## config.mk

```make
export PLATFORM = sky130hd
export DESIGN_NAME = somador_serial
export DESIGN_NICKNAME = d
export VERILOG_FILES = /design/src/rtl/somador_serial.sv
export SDC_FILE = /design/constraint.sdc
export NUM_CORES = 1
export LEC_CHECK = 0
export BUFFER_PORTS_ARGS = -buffer_cell sky130_fd_sc_hd__buf_4
export CORE_MARGIN = 3
export CORE_UTILIZATION = 50
export DETAILED_ROUTE_END_ITERATION = 8
export HOLD_SLACK_MARGIN = 0.03
export PLACE_DENSITY = 0.81
export SYNTH_ARGS = -nofsm -noshare
export SYNTH_HDL_FRONTEND = slang
export SYNTH_SLANG_ARGS = --single-unit
export TNS_END_PERCENT = 1
```

## constraint.sdc

```tcl
create_clock -name CLK -period 4.5 [get_ports CLK]
set_clock_uncertainty 0.1 [all_clocks]
set_input_delay 0.45 -clock CLK [delete_from_list [all_inputs] [get_ports CLK]]
set_output_delay 0.45 -clock CLK [all_outputs]
set_load 0.05 [all_outputs]
```

## src/rtl/somador_serial.sv

```systemverilog
// somador_serial: bit-serial N-bit adder (one full-adder cell plus a carry flip-flop).
//   A pulse on START captures A, B and CIN. The operands are then summed LSB-first, one bit
//   per clock. {COUT,S} is updated together with a one-cycle DONE strobe.
// Parameters:
//   N      operand/sum width in bits, 1..32
// Ports:
//   CLK    clock, rising edge
//   RST    asynchronous, active-high reset
//   START  request, sampled only while idle
//   A, B   operands, captured on an accepted START
//   CIN    carry-in, captured on an accepted START
//   S      registered sum of the last completed addition
//   COUT   registered carry-out of the last completed addition
//   BUSY   high while an addition is in progress
//   DONE   one-cycle strobe: S/COUT were just updated

module somador_completo (
  input  logic a_i,
  input  logic b_i,
  input  logic cin_i,
  output logic s_o,
  output logic cout_o
);

  assign s_o    = a_i ^ b_i ^ cin_i;
  assign cout_o = (a_i & b_i) | (a_i & cin_i) | (b_i & cin_i);

endmodule

module somador_serial #(
  parameter int unsigned N = 4
) (
  input  logic         CLK,
  input  logic         RST,
  input  logic         START,
  input  logic [N-1:0] A,
  input  logic [N-1:0] B,
  input  logic         CIN,
  output logic [N-1:0] S,
  output logic         COUT,
  output logic         BUSY,
  output logic         DONE
);

  typedef enum logic {IDLE, SOMA} state_t;

  state_t       state_q, state_d;
  logic [N-1:0] a_q, a_d;
  logic [N-1:0] b_q, b_d;
  logic [N-1:0] res_q, res_d;
  logic [N-1:0] s_q, s_d;
  logic         carry_q, carry_d;
  logic         cout_q, cout_d;
  logic         busy_q, busy_d;
  logic         done_q, done_d;
  logic [5:0]   cnt_q, cnt_d;

  logic         fa_s, fa_co;
  logic [N-1:0] res_sh;

  somador_completo u_fa (
    .a_i    (a_q[0]),
    .b_i    (b_q[0]),
    .cin_i  (carry_q),
    .s_o    (fa_s),
    .cout_o (fa_co)
  );

  // Result register with the new sum bit entering at the MSB. Shifting the
  // N+1-bit concatenation keeps the expression legal for N=1.
  assign res_sh = N'({fa_s, res_q} >> 1);

  always_ff @(posedge CLK or posedge RST) begin
    if (RST) begin
      state_q <= IDLE;
      a_q     <= '0;
      b_q     <= '0;
      res_q   <= '0;
      s_q     <= '0;
      carry_q <= 1'b0;
      cout_q  <= 1'b0;
      busy_q  <= 1'b0;
      done_q  <= 1'b0;
      cnt_q   <= '0;
    end else begin
      state_q <= state_d;
      a_q     <= a_d;
      b_q     <= b_d;
      res_q   <= res_d;
      s_q     <= s_d;
      carry_q <= carry_d;
      cout_q  <= cout_d;
      busy_q  <= busy_d;
      done_q  <= done_d;
      cnt_q   <= cnt_d;
    end
  end

  always_comb begin
    state_d = state_q;
    a_d     = a_q;
    b_d     = b_q;
    res_d   = res_q;
    s_d     = s_q;
    carry_d = carry_q;
    cout_d  = cout_q;
    busy_d  = busy_q;
    done_d  = 1'b0;
    cnt_d   = cnt_q;
    case (state_q)
      IDLE: begin
        if (START) begin
          a_d     = A;
          b_d     = B;
          carry_d = CIN;
          res_d   = '0;
          cnt_d   = '0;
          busy_d  = 1'b1;
          state_d = SOMA;
        end
      end
      SOMA: begin
        a_d     = a_q >> 1;
        b_d     = b_q >> 1;
        carry_d = fa_co;
        res_d   = res_sh;
        cnt_d   = cnt_q + 6'd1;
        // Last bit: publish the shifted-in result directly so S is valid
        // in the same cycle DONE rises.
        if (cnt_q == 6'(N - 1)) begin
          s_d     = res_sh;
          cout_d  = fa_co;
          done_d  = 1'b1;
          busy_d  = 1'b0;
          state_d = IDLE;
        end
      end
      default: state_d = IDLE;
    endcase
  end

  assign S    = s_q;
  assign COUT = cout_q;
  assign BUSY = busy_q;
  assign DONE = done_q;

endmodule

```

==> Word-level counts from Yosys, hierarchy flattened <==
Cells that the tools add are included.
{ "totals": {"elab_cells": 42, "out_inout_bits": 7, "regBits": 27, "inputBits": 12} }
{ "classes": {"n_bitwise": 8, "n_reduce_logical": 2, "mux": 18, "add_sub_neg": 1, "eq_ne": 3} }
{ "ops": {"columns": ["op", "n"], "rows": [
  ["4-bit one-hot mux with 2 select lines", 3],
  ["4-bit two-way mux", 3],
  ["6-bit one-hot mux with 2 select lines", 1],
  ["1-bit two-way mux", 7],
  ["6-bit by 1-bit adder with 6-bit output, second input constant", 1],
  ["6-bit by 2-bit equality test with 1-bit output, second input constant", 1],
  ["6-bit two-way mux", 1],
  ["1-bit one-hot mux with 2 select lines", 3],
  ["2-bit AND reduction", 2],
  ["1-bit bitwise AND", 3],
  ["2-bit by 1-bit inequality test with 1-bit output, second input constant", 1],
  ["2-bit inequality test, second input constant", 1],
  ["1-bit bitwise OR", 2],
  ["1-bit XOR", 2],
  ["1-bit NOT", 1]
]} }

==> Logic depth before layout (Yosys ltp) <==
Gate-level depths: netlist of the first run.
{ "logic_depth": {"depth_word": 4, "mapped_depth": 5, "depth_no_buf": 5} }

==> Hierarchy <==
Synthesis of the first run repeated with hierarchy kept, for this count alone.
{ "hier_totals": {"cells_unflattened": 101, "area_unflattened_um2": 1169.9} }
{ "by_module_without_submodules": {"columns": ["module", "seq_area_each_um2", "n_inst", "cells_each", "area_per_inst_um2"], "rows": [
  ["somador_serial", 650.6, 1, 100, 1149.9],
  ["somador_completo", 0.0, 1, 1, 20.0]
]} }

==> Worst setup path before layout of the first run <==
No wires, ideal clock.
{ "synth_path": {"path_kind": "flip-flop to flip-flop", "start": "reg cnt_q[0]", "end": "reg s_q[0] (netlist: S[0])", "t_arrival_ns": 1.456, "path_slack_ns": 2.816, "path_stages_with_launch": 6, "required_time_ns": 4.273, "synth_period_minus_slack_ns": 1.684, "n_path_buf": 0, "setup_ns": 0.127, "cell_sequence": "dfrtp_1 > ha_1 > nand2b_1 > or4_4 > inv_2 > mux2_1"} }
{ "synth_between": {"elab_chain_cells": 2} }
{ "synth_rtl": {"columns": ["element", "line", "rtl"], "rows": [
  ["start: declaration", "56", "logic [5:0] cnt_q, cnt_d;"],
  ["start signal: assignment", "95", "cnt_q <= cnt_d;"],
  ["6-bit by 2-bit equality test with 1-bit output", "130", "if (cnt_q == 6'(N - 1)) begin"],
  ["2-bit AND reduction (no source line)", null, null],
  ["end signal: assignment", "79", "s_q <= '0;"],
  ["end signal: assignment", "90", "s_q <= s_d;"],
  ["end: declaration", "51", "logic [N-1:0] s_q, s_d;"]
]} }
No other way between the ends.
A chain may end at the register's enable or synchronous reset.

==> Final worst setup path of the first run <==
{ "layout_path": {"start": "reg state_q", "end": "reg s_q[1] (netlist: S[1])"} }
{ "layout_between": {"elab_chain_cells": 1} }
{ "layout_rtl": {"columns": ["element", "line", "rtl"], "rows": [
  ["start: declaration", "47", "state_t state_q, state_d;"],
  ["start signal: assignment", "86", "state_q <= state_d;"],
  ["2-bit AND reduction (no source line)", null, null]
]} }
No other way between the ends.

==> impl_results.md, run 1 <==
- Outcome: finished clean
- Vert. Die Dim: roughly 53 µm
- Nets: roughly 130
- Unrepaired setup endpoints after global routing: no
- Flops & latches, synth: 26
- WL per Instance: about 13 µm
- R2r endpoint: S[1]$_DFFE_PP0P_
- Commonest cells in the netlist: 26 x dfrtp_1, 13 x nand2_1, 11 x o21ai_0
- TritonCTS Buffers: 3
- GPL Wtd Cong: about 0.75
- Pint: approximately 0.50 mW
- Post-CTS setup buffers: 0
- CP delay by family, top: flip-flops
- Sequential-to-total area share from yosys stat: 0.582
- Final min period: 2240 ps
- Initial drt markers: 16
- Die width: approximately 53 µm
- Leakage power: between 0.6 and 0.7 nW
- Share of cells above drive strength 1: 0.214
- FF-to-FF Start: state_q$_DFF_PP0_
- Gate Count Post-Synth: 100
- Cell Rows: 16
- Mapped cell area: ~1100 µm²
- Crit. path cell count: 4
- Worst EP required: 4610 ps
- Combinational Power Share: 0.370
- Fmax: between 0.4 and 0.5 GHz
- Worst setup EP type: register
- Yosys warning count: 0
- # setup viols final: 0
- Core Util, Final: 0.638
- CTS tree: built
- Power share of the sequential group: 0.493
- Final Hold Vio Count: 0
- Crit path from: state_q$_DFF_PP0_
- DRT Wirelength: between 1.5 and 2 mm
- H-tree Lvls: 1
- Starting Density: 0.548
- Via count: 767
- First-pass GRT wire length: 3.34 mm
- Buffers added on ports: 18
- Clock sinks: 26
- Hold crit path type: primary input to asynchronous set/reset pin
- Initial antenna violation count: 0
- Hold buffer count at cts: 0
- Crit-path cells: nand2b_1 -> or4_4 -> inv_2 -> mux2_1
- Worst EP arrival: about 2400 ps
- Post-Synthesis Net Count: about 110
- Avg Cell Area, Syn: 11.2 µm²
- R2R cell count: 4
- Startpoint types: register
- Worst path slowest cell: dfrtp_1
- Top cells by area, synth: dfrtp_1 58%, mux2i_1 8.1%, mux2_1 5.0%
- Worst Path Max Fanout: 32
- CP endpoint: S[1]$_DFFE_PP0P_
- Switching part of the total: 0.399
- Final period utilization: 0.497
- Largest net degree at the start of global routing: 33
- Ys async rst share: 1.00
- Max-cap viol count: 0
- Net Sw Power: around 0.33 mW
- WP buf/inv: 1
- Critical path's largest stage delay: a little under 900 ps
- Yosys top cell area share: 0.582
- TritonRoute pass-1 iters: 4
- Worst-Margin Slew: between 900 and 1000 ps
- Ant diodes: 0
- Cts repair resizes: 0
- Skew-Pair Late Insertion Delay: 310 ps
- Vias in the first global route: approximately 800
- Worst-path clk slew: 140 ps
- Worst Path Class, Setup: register to register
- Boundary Pins: 19
- Max-slew violation count: 0
- Die footprint: between 2000 and 3000 µm²
- Total GRT Usage: 0.162
- EDFF count, synth: 0
- Core Box Area: between 2000 and 2500 µm²
- Max_slew headroom: 0.365
- Clock Tree Root: clkbuf_4
- DRC: 0
- Clock Power Share: 0.137
- Setup TNS: 0 ps
- Clock Tree Buf Depth: 2
- Overflow after GRT: 0
- Most common cell in the synthesized netlist: dfrtp_1
- Synth area leader: dfrtp_1
- Pwr per Cell Area: roughly 630 nW/µm²
- Via-to-Cell Ratio: between 5 and 6
- VDD IR max: approximately 0.33 mV
- Unique masters post-synth: 23
- Syn-to-layout area delta: 16.6%
- Final ANT Viol Nets: 0
- R2r setup slk: 2260 ps
- Primary FF master, synth: dfrtp_1
- DP HPWL: roughly 1.3 mm
cell usage in the layout (no fill, tap or decap):
cell type	Yosys	routed
dfrtp_1	26	26
o31ai_1	1	1
nand2b_1	7	7
o211ai_1	1	1
a21oi_1	2	2
mux2i_1	9	9
nand4_1	1	1
or4_4	1	1
o21ai_0	11	11
fa_1	1	1
mux2_2	1	1
nor2_1	4	4
buf_4	0	18
inv_2	1	1
o21ai_1	3	3
inv_1	3	3
ha_1	1	1
nand2_1	13	13
o22ai_1	1	1
mux2_1	5	5
nand3_1	2	2
clkbuf_4	0	3
nor2b_1	1	1
clkbuf_8	0	1
power by group through the flow:
stage                     registers, mW  clock network [mW]  logic, mW
final                             0.406               0.113      0.305
after global placement            0.404                   0      0.298
after detailed placement          0.411                   0      0.310
after CTS                         0.406               0.117      0.310
after floorplan                   0.450                   0      0.178
after global routing              0.423               0.128      0.344
cell type report:
class / count / area [µm²]
tap: 27 / 33.8
sequential: 26 / 651
multi-input combinational: 65 / 433
timing repair buffer: 18 / 135
clock buffer: 4 / 36.3
fill: 188 / 738
inverter: 4 / 15.0
through the flow:
step | power, mW | cell area [µm²] | setup WS, ps | hold WS, ps | instances
after floorplan | 0.628 | 1120 | 2820 | 343 | 100
after global placement | 0.702 | 1270 | 2340 | 364 | 140
after detailed placement | 0.721 | 1270 | 2260 | 376 | 140
after CTS | 0.834 | 1300 | 2260 | 268 | 144
after global routing | 0.896 | 1300 | 2090 | 278 | 144
final | 0.824 | 1300 | 2260 | 239 | 144
logic make-up (layout without fill, tap and decap cells):
family / count (synthesis) / in the layout / share of synthesized area
AO/OA/AOI/OAI: 19 / 19 / 0.0906
adder cells (fa/ha/maj): 2 / 2 / 0.0291
buffers and inverters: 9 / 26 / 0.0313
flip-flops: 26 / 26 / 0.582
multiplexers: 15 / 15 / 0.141
AND/OR/NAND/NOR: 29 / 29 / 0.126
state kept, by name, indices dropped and copies added (netlist names):
register  flops
BUSY          1
COUT          1
DONE          1
S             4
a_q           4
b_q           4
carry_q       1
cnt_q         6
res_q         3
state_q       1
layer usage:
layer / global-route usage / routed length, µm / up-vias / share of wire
met5: 0 / 0 / - / 0
met3: 0.0282 / 88 / 2 / 0.048
met1: 0.199 / 834 / 371 / 0.45
met4: 0.0638 / 12 / 0 / 0.0065
met2: 0.280 / 911 / 16 / 0.49
li1: - / - / 378 / -
worst min path at each step:
stage                              start              endpoint  cells past startpoint
finish                               RST    b_q[3]$_DFFE_PP0P_                      2
global route                        B[3]    b_q[3]$_DFFE_PP0P_                      3
CTS                                  RST    b_q[3]$_DFFE_PP0P_                      2
detailed placement      S[0]$_DFFE_PP0P_      S[0]$_DFFE_PP0P_                      1
global placement      b_q[1]$_DFFE_PP0P_    b_q[0]$_DFFE_PP0P_                      2
floorplan           cnt_q[5]$_DFFE_PP0P_  cnt_q[5]$_DFFE_PP0P_                      1
(Power assumes the default switching activity.)
==> inputs of run 2 (changes only) <==
--- a/config.mk
+++ b/config.mk
@@ -7,10 +7,10 @@
 export LEC_CHECK = 0
 export BUFFER_PORTS_ARGS = -buffer_cell sky130_fd_sc_hd__buf_4
 export CORE_MARGIN = 3
-export CORE_UTILIZATION = 50
+export CORE_UTILIZATION = 48
 export DETAILED_ROUTE_END_ITERATION = 8
 export HOLD_SLACK_MARGIN = 0.03
-export PLACE_DENSITY = 0.81
+export PLACE_DENSITY = 0.82
 export SYNTH_ARGS = -nofsm -noshare
 export SYNTH_HDL_FRONTEND = slang
 export SYNTH_SLANG_ARGS = --single-unit
==> constraint.sdc (replaced) <==
create_clock -name CLK -period 1.9 [get_ports CLK]
set_clock_uncertainty 0.1 [all_clocks]
set_input_delay 0.19 -clock CLK [delete_from_list [all_inputs] [get_ports CLK]]
set_output_delay 0.19 -clock CLK [all_outputs]
set_load 0.05 [all_outputs]
==> run 2 against run 1 <==
Compared with the run above:
- worst hold slack worse by 200 ps
- first-iteration DRC count shrank 31%
- total power increased by 130%
- combinational power rose to 2.7 times the previous value
- global-route usage grew 0.68 points
- clock-buffer cell count decreased by 1
- die area rose by 3.7%
- largest power group unchanged
- worst setup slack worse by 2200 ps
- register-to-register slack got worse by 2200 ps
- non-clock buffer count grew 4
==> impl_results.md, run 2 (synthesized netlist as in run 1, its figures left out) <==
- Max-slew violation count: 0
- Final Hold Slack: between 30 and 40 ps
- Initial drt markers: 11
- Die width: between 50 and 60 µm
- GPL Wtd Cong: about 0.83
- Critical path's largest stage delay: 440 ps
- Share of cells above drive strength 1: 0.217
- Unrepaired setup endpoints after global routing: no
- Via count: a little under 800
- CTS tree: built
- VDD IR max: around 0.84 mV
- Crit-path cells: ha_1 -> nand2b_1 -> or4_4 -> inv_2 -> mux2_1
- Total GRT Usage: 0.169
- Worst Path Max Fanout: 6
- Skew-Pair Late Insertion Delay: a little over 300 ps
- Worst setup EP type: register
- TritonCTS Buffers: 3
- Worst-Margin Slew: about 320 ps
- Cell Rows: 16
- Worst-path clk slew: ~120 ps
- Ant diodes: 0
- Buffers added on ports: 18
- DRT Wirelength: 1.91 mm
- Worst EP arrival: roughly 1900 ps
- WL per Instance: 13.0 µm
- Clock Tree Buf Depth: 2
- Clock sinks: 26
- DRC: 0
- Commonest cells after routing, fill and taps aside: 26 x dfrtp_1, 20 x buf_4, 13 x nand2_1
- Core Box Area: 2080 µm²
- Largest net degree at the start of global routing: 32
- Max_slew headroom: 0.787
- Initial antenna violation count: 0
- Worst Path Class, Setup: register to register
- Via-to-Cell Ratio: 5.31
- Overflow after GRT: 0
- Boundary Pins: 19
- Final min period: around 1800 ps
- Pwr per Cell Area: around 1500 nW/µm²
- Max reg flops: 6
- Hold crit path type: primary input to register
- Worst path slowest cell: or4_4
- DP HPWL: about 1.4 mm
- Setup TNS: 0 ps
- Die footprint: around 2900 µm²
- First-pass GRT wire length: around 3.6 mm
- Vias in the first global route: 820
- Fmax: roughly 0.55 GHz
- Core Util, Final: 0.636
- Final Hold Vio Count: 0
- Syn-to-layout area delta: 18.5%
- Final period utilization: 0.956
- Startpoint types: register
- Cts repair resizes: 0
- Starting Density: 0.537
- Outcome: finished clean
- Most common cell after layout, fill and taps aside: dfrtp_1
- Nets: between 100 and 150
- Fill cells: 181
- Vert. Die Dim: about 54 µm
- Reg with most FFs: cnt_q
- Total power: between 1.5 and 2 mW
- Clock Tree Root: clkbuf_4
- Leakage power: around 0.65 nW
- Worst EP required: roughly 2000 ps
- Post-CTS setup buffers: 0
- H-tree Lvls: 1
- Final ANT Viol Nets: 0
- # setup viols final: 0
- Max-cap viol count: 0
- TritonRoute pass-1 iters: 4
run 2: changes by cell type in the layout (fill, tap and decap cells not counted):
cell,delta
buf_4,+2
dlygate4sd3_1,+2
clkbuf_8,-1
run 2: power by group:
part	leakage (nW)	total, mW	internal, mW	switching (mW)
Combinational	0.301	0.813	0.318	0.495
Clock	0.0138	0.217	0.0741	0.143
Sequential	0.340	0.892	0.756	0.136
Total	0.655	1.92	1.15	0.775
run 2: routing by layer:
layer | part of all wire | vias up | routed length (µm) | track usage
li1 | - | 378 | - | -
met1 | 0.45 | 380 | 861 | 0.194
met2 | 0.49 | 19 | 940 | 0.307
met3 | 0.038 | 4 | 73 | 0.0272
met4 | 0.018 | 0 | 34 | 0.0747
met5 | 0 | - | 0 | 0
run 2: repair_timing:
action	4_1_cts	5_1_grt
hold endpoints to repair	27	0
hold buffers	2	0
endpoints found under the setup margin	0	0
run 2: worst paths after layout:
path	from	to	slack (ps)	cells after the start
setup / recovery	cnt_q[0]$_DFFE_PP0P_	S[1]$_DFFE_PP0P_	80	5
hold / removal	B[3]	b_q[3]$_DFFE_PP0P_	40	3
setup reg to reg	cnt_q[0]$_DFFE_PP0P_	S[1]$_DFFE_PP0P_	80	5
hold reg to reg	cnt_q[5]$_DFFE_PP0P_	cnt_q[5]$_DFFE_PP0P_	400	1
max in group asynchronous	RST	DONE$_DFF_PP0_	1100	4
min in group asynchronous	RST	a_q[1]$_DFFE_PP0P_	370	4
run 2: area by class of cell:
cell class                 instances  area, µm²  area share
clock buffer                       3       22.5      0.0170
timing repair buffer              22        170       0.128
multi-input combinational         65        433       0.327
tap                               27       33.8      0.0255
sequential                        26        651       0.491
inverter                           4       15.0      0.0113
run 2: per-stage QoR:
stage | worst slack, ps | cells | cell area, µm²
floorplan | 216 | 100 | 1120
global route | 31.6 | 147 | 1330
detailed placement | 91.6 | 142 | 1280
finish | 84.3 | 147 | 1330
CTS | 75.4 | 147 | 1330
global placement | 178 | 142 | 1280
run 2: critical path, delay by kind of cell, from the launching register on:
family / cells / cell delay (ps)
buffers and inverters: 1 / 130
multiplexers: 1 / 340
adder cells (fa/ha/maj): 1 / 230
AND/OR/NAND/NOR: 2 / 510
flip-flops: 1 / 400
==> inputs of run 3 (changes only) <==
--- a/config.mk
+++ b/config.mk
@@ -7,10 +7,10 @@
 export LEC_CHECK = 0
 export BUFFER_PORTS_ARGS = -buffer_cell sky130_fd_sc_hd__buf_4
 export CORE_MARGIN = 3
-export CORE_UTILIZATION = 48
+export CORE_UTILIZATION = 51
+export CTS_BUF_LIST = sky130_fd_sc_hd__clkbuf_4 sky130_fd_sc_hd__clkbuf_8
 export DETAILED_ROUTE_END_ITERATION = 8
-export HOLD_SLACK_MARGIN = 0.03
-export PLACE_DENSITY = 0.82
+export PLACE_DENSITY = 0.85
 export SYNTH_ARGS = -nofsm -noshare
 export SYNTH_HDL_FRONTEND = slang
 export SYNTH_SLANG_ARGS = --single-unit
==> run 3 against run 2 <==
Compared with the run above:
- die area fell by 5.3%
- worst setup slack improved by 2.0 ps
- critical path depth unchanged
- largest cell class unchanged
- critical endpoint unchanged
- highest routed layer unchanged
- total power rose by 0.48%
==> impl_results.md, run 3 (synthesized netlist as in run 1, its figures left out) <==
- Nets: 135
- Leakage power: around 0.65 nW
- VDD IR max: slightly below 0.8 mV
- Total GRT Usage: 0.175
- Setup TNS: 0 ps
- Initial antenna violation count: 0
- Core Box Area: 2020 µm²
- R2R cell count: 5
- Final Hold Vio Count: 0
- Clock sinks: 26
- Max-cap viol count: 0
- Worst Path Max Fanout: 6
- Post-CTS setup buffers: 0
- Max reg flops: 6
- Hold crit path type: primary input to register
- Pwr per Cell Area: approximately 1500 nW/µm²
- Cell Count, Final, Fillers Out: ~150
- Pint: around 1.2 mW
- Crit-path cells: ha_2 -> nand2b_1 -> or4_4 -> inv_2 -> mux2_1
- Final ANT Viol Nets: 0
- Worst setup EP type: register
- Register area: roughly 650 µm²
- TritonCTS Buffers: 3
- First-pass GRT wire length: 3.51 mm
- Placed cell count: 142
- WL per Instance: ~13 µm
- Ant diodes: 0
- Fill cells: around 160
- Commonest cells after routing, fill and taps aside: 26 x dfrtp_1, 20 x buf_4, 13 x nand2_1
- Switching part of the total: 0.404
- Final period utilization: 0.955
- Vert. Die Dim: ~53 µm
- Overflow after GRT: 0
- Max_slew headroom: 0.791
- Final min period: 1810 ps
- Clock Tree Root: clkbuf_4
- Worst Hold Launch: A[3]
- H-tree Lvls: 1
- Syn-to-layout area delta: 17.8%
- Reg with most FFs: cnt_q
- Outcome: finished clean
- Power share of the sequential group: 0.465
- Worst-path clk slew: roughly 120 ps
- DRC: 0
- Unrepaired setup endpoints after global routing: no
- Vias in the first global route: between 700 and 800
- Worst Slack Setup Final: 86.2 ps
- Max-slew violation count: 0
- Worst path slowest cell: or4_4
- CTS tree: built
- Largest net degree at the start of global routing: 32
- Die width: about 53 µm
- Share of cells above drive strength 1: 0.227
- Fmax: around 0.55 GHz
- DRT Wirelength: approximately 1.9 mm
- Starting Density: 0.553
- R2r endpoint: S[1]$_DFFE_PP0P_
- Combinational Power Share: 0.421
- # setup viols final: 0
- Buffers added on ports: 18
- Hold path depth: 3
- R2r setup slk: ~86 ps
- GPL Wtd Cong: approximately 0.81
- Worst-Margin Slew: between 300 and 400 ps
- DP HPWL: 1.45 mm
- Cell Rows: 16
- DP Worst Slack: 89.7 ps
- Initial drt markers: 14
- Startpoint types: register
- TritonRoute pass-1 iters: 4
- Critical path's largest stage delay: 440 ps
- Net Sw Power: ~0.78 mW
- Worst EP required: roughly 2000 ps
- FF-to-FF Start: cnt_q[0]$_DFFE_PP0P_
- Clock Tree Buf Depth: 2
- Worst EP arrival: 1910 ps
- Hold endpoint: a_q[3]$_DFFE_PP0P_
- Clock Power Share: 0.113
- Die footprint: roughly 2800 µm²
- Worst Path Class, Setup: register to register
- Skew-Pair Late Insertion Delay: between 300 and 400 ps
- Via-to-Cell Ratio: 5.32
- Via count: around 800
- Boundary Pins: 19
- Most common cell after layout, fill and taps aside: dfrtp_1
- Area of the multi-input gates: roughly 440 µm²
run 3: cell count changes in the layout (fill, tap and decap cells not counted), sizes merged:
cell,delta
dlygate4sd3,-1
run 3: through the flow:
step / util / total power [mW] / area (µm²) / hold slack, ps
2_1_floorplan: - / 1.49 / 1120 / 130
3_3_place_gp: 0.634 / 1.68 / 1280 / 163
3_5_place_dp: 0.634 / 1.73 / 1280 / 174
4_1_cts: 0.650 / 1.95 / 1320 / 14.8
5_1_grt: 0.652 / 2.09 / 1320 / 39.9
6_report: 0.652 / 1.93 / 1320 / 23.3
run 3: power by group through the flow:
stage	sequential (mW)	combinational [mW]	clock [mW]
after floorplan	1.07	0.422	0
after global placement	0.898	0.778	0
after detailed placement	0.911	0.818	0
after CTS	0.900	0.821	0.228
after global routing	0.928	0.914	0.252
final	0.899	0.814	0.219
run 3: metal layers:
| layer | track usage | up-vias | routed length [µm] |
|---|---|---|---|
| met1 | 0.210 | 374 | 796 |
| li1 | - | 380 | - |
| met4 | 0.0766 | 0 | 19 |
| met3 | 0.0256 | 4 | 94 |
| met5 | 0 | - | 0 |
| met2 | 0.306 | 19 | 1010 |
run 3: cell type report:
class,count,share of cell area
timing repair buffer,21,0.122
sequential,26,0.494
clock buffer,3,0.0171
multi-input combinational,65,0.330
tap,27,0.0256
inverter,4,0.0114
run 3: how the worst max path moves through the flow:
stage	cells after the start	to	start	slack, ps
after CTS	5	S[1]$_DFFE_PP0P_	cnt_q[0]$_DFFE_PP0P_	60
final	5	S[1]$_DFFE_PP0P_	cnt_q[0]$_DFFE_PP0P_	90
after global placement	5	S[0]$_DFFE_PP0P_	cnt_q[0]$_DFFE_PP0P_	180
after floorplan	5	S[0]$_DFFE_PP0P_	cnt_q[0]$_DFFE_PP0P_	220
after detailed placement	5	S[1]$_DFFE_PP0P_	cnt_q[0]$_DFFE_PP0P_	90
after global routing	5	S[1]$_DFFE_PP0P_	cnt_q[0]$_DFFE_PP0P_	20
run 3: critical path: cells and delay by family (launching register included):
| kind | cells | cell delay [ps] |
|---|---|---|
| muxes | 1 | 340 |
| and+or+nand+nor | 2 | 510 |
| buffers and inverters | 1 | 130 |
| DFF | 1 | 410 |
| adders and majority gates | 1 | 220 |
run 3: timing repair:
action                                  CTS  global route
gates resized for setup                   0             1
hold endpoints to repair                 26             0
hold buffers                              1             0
endpoints found under the setup margin    0             1
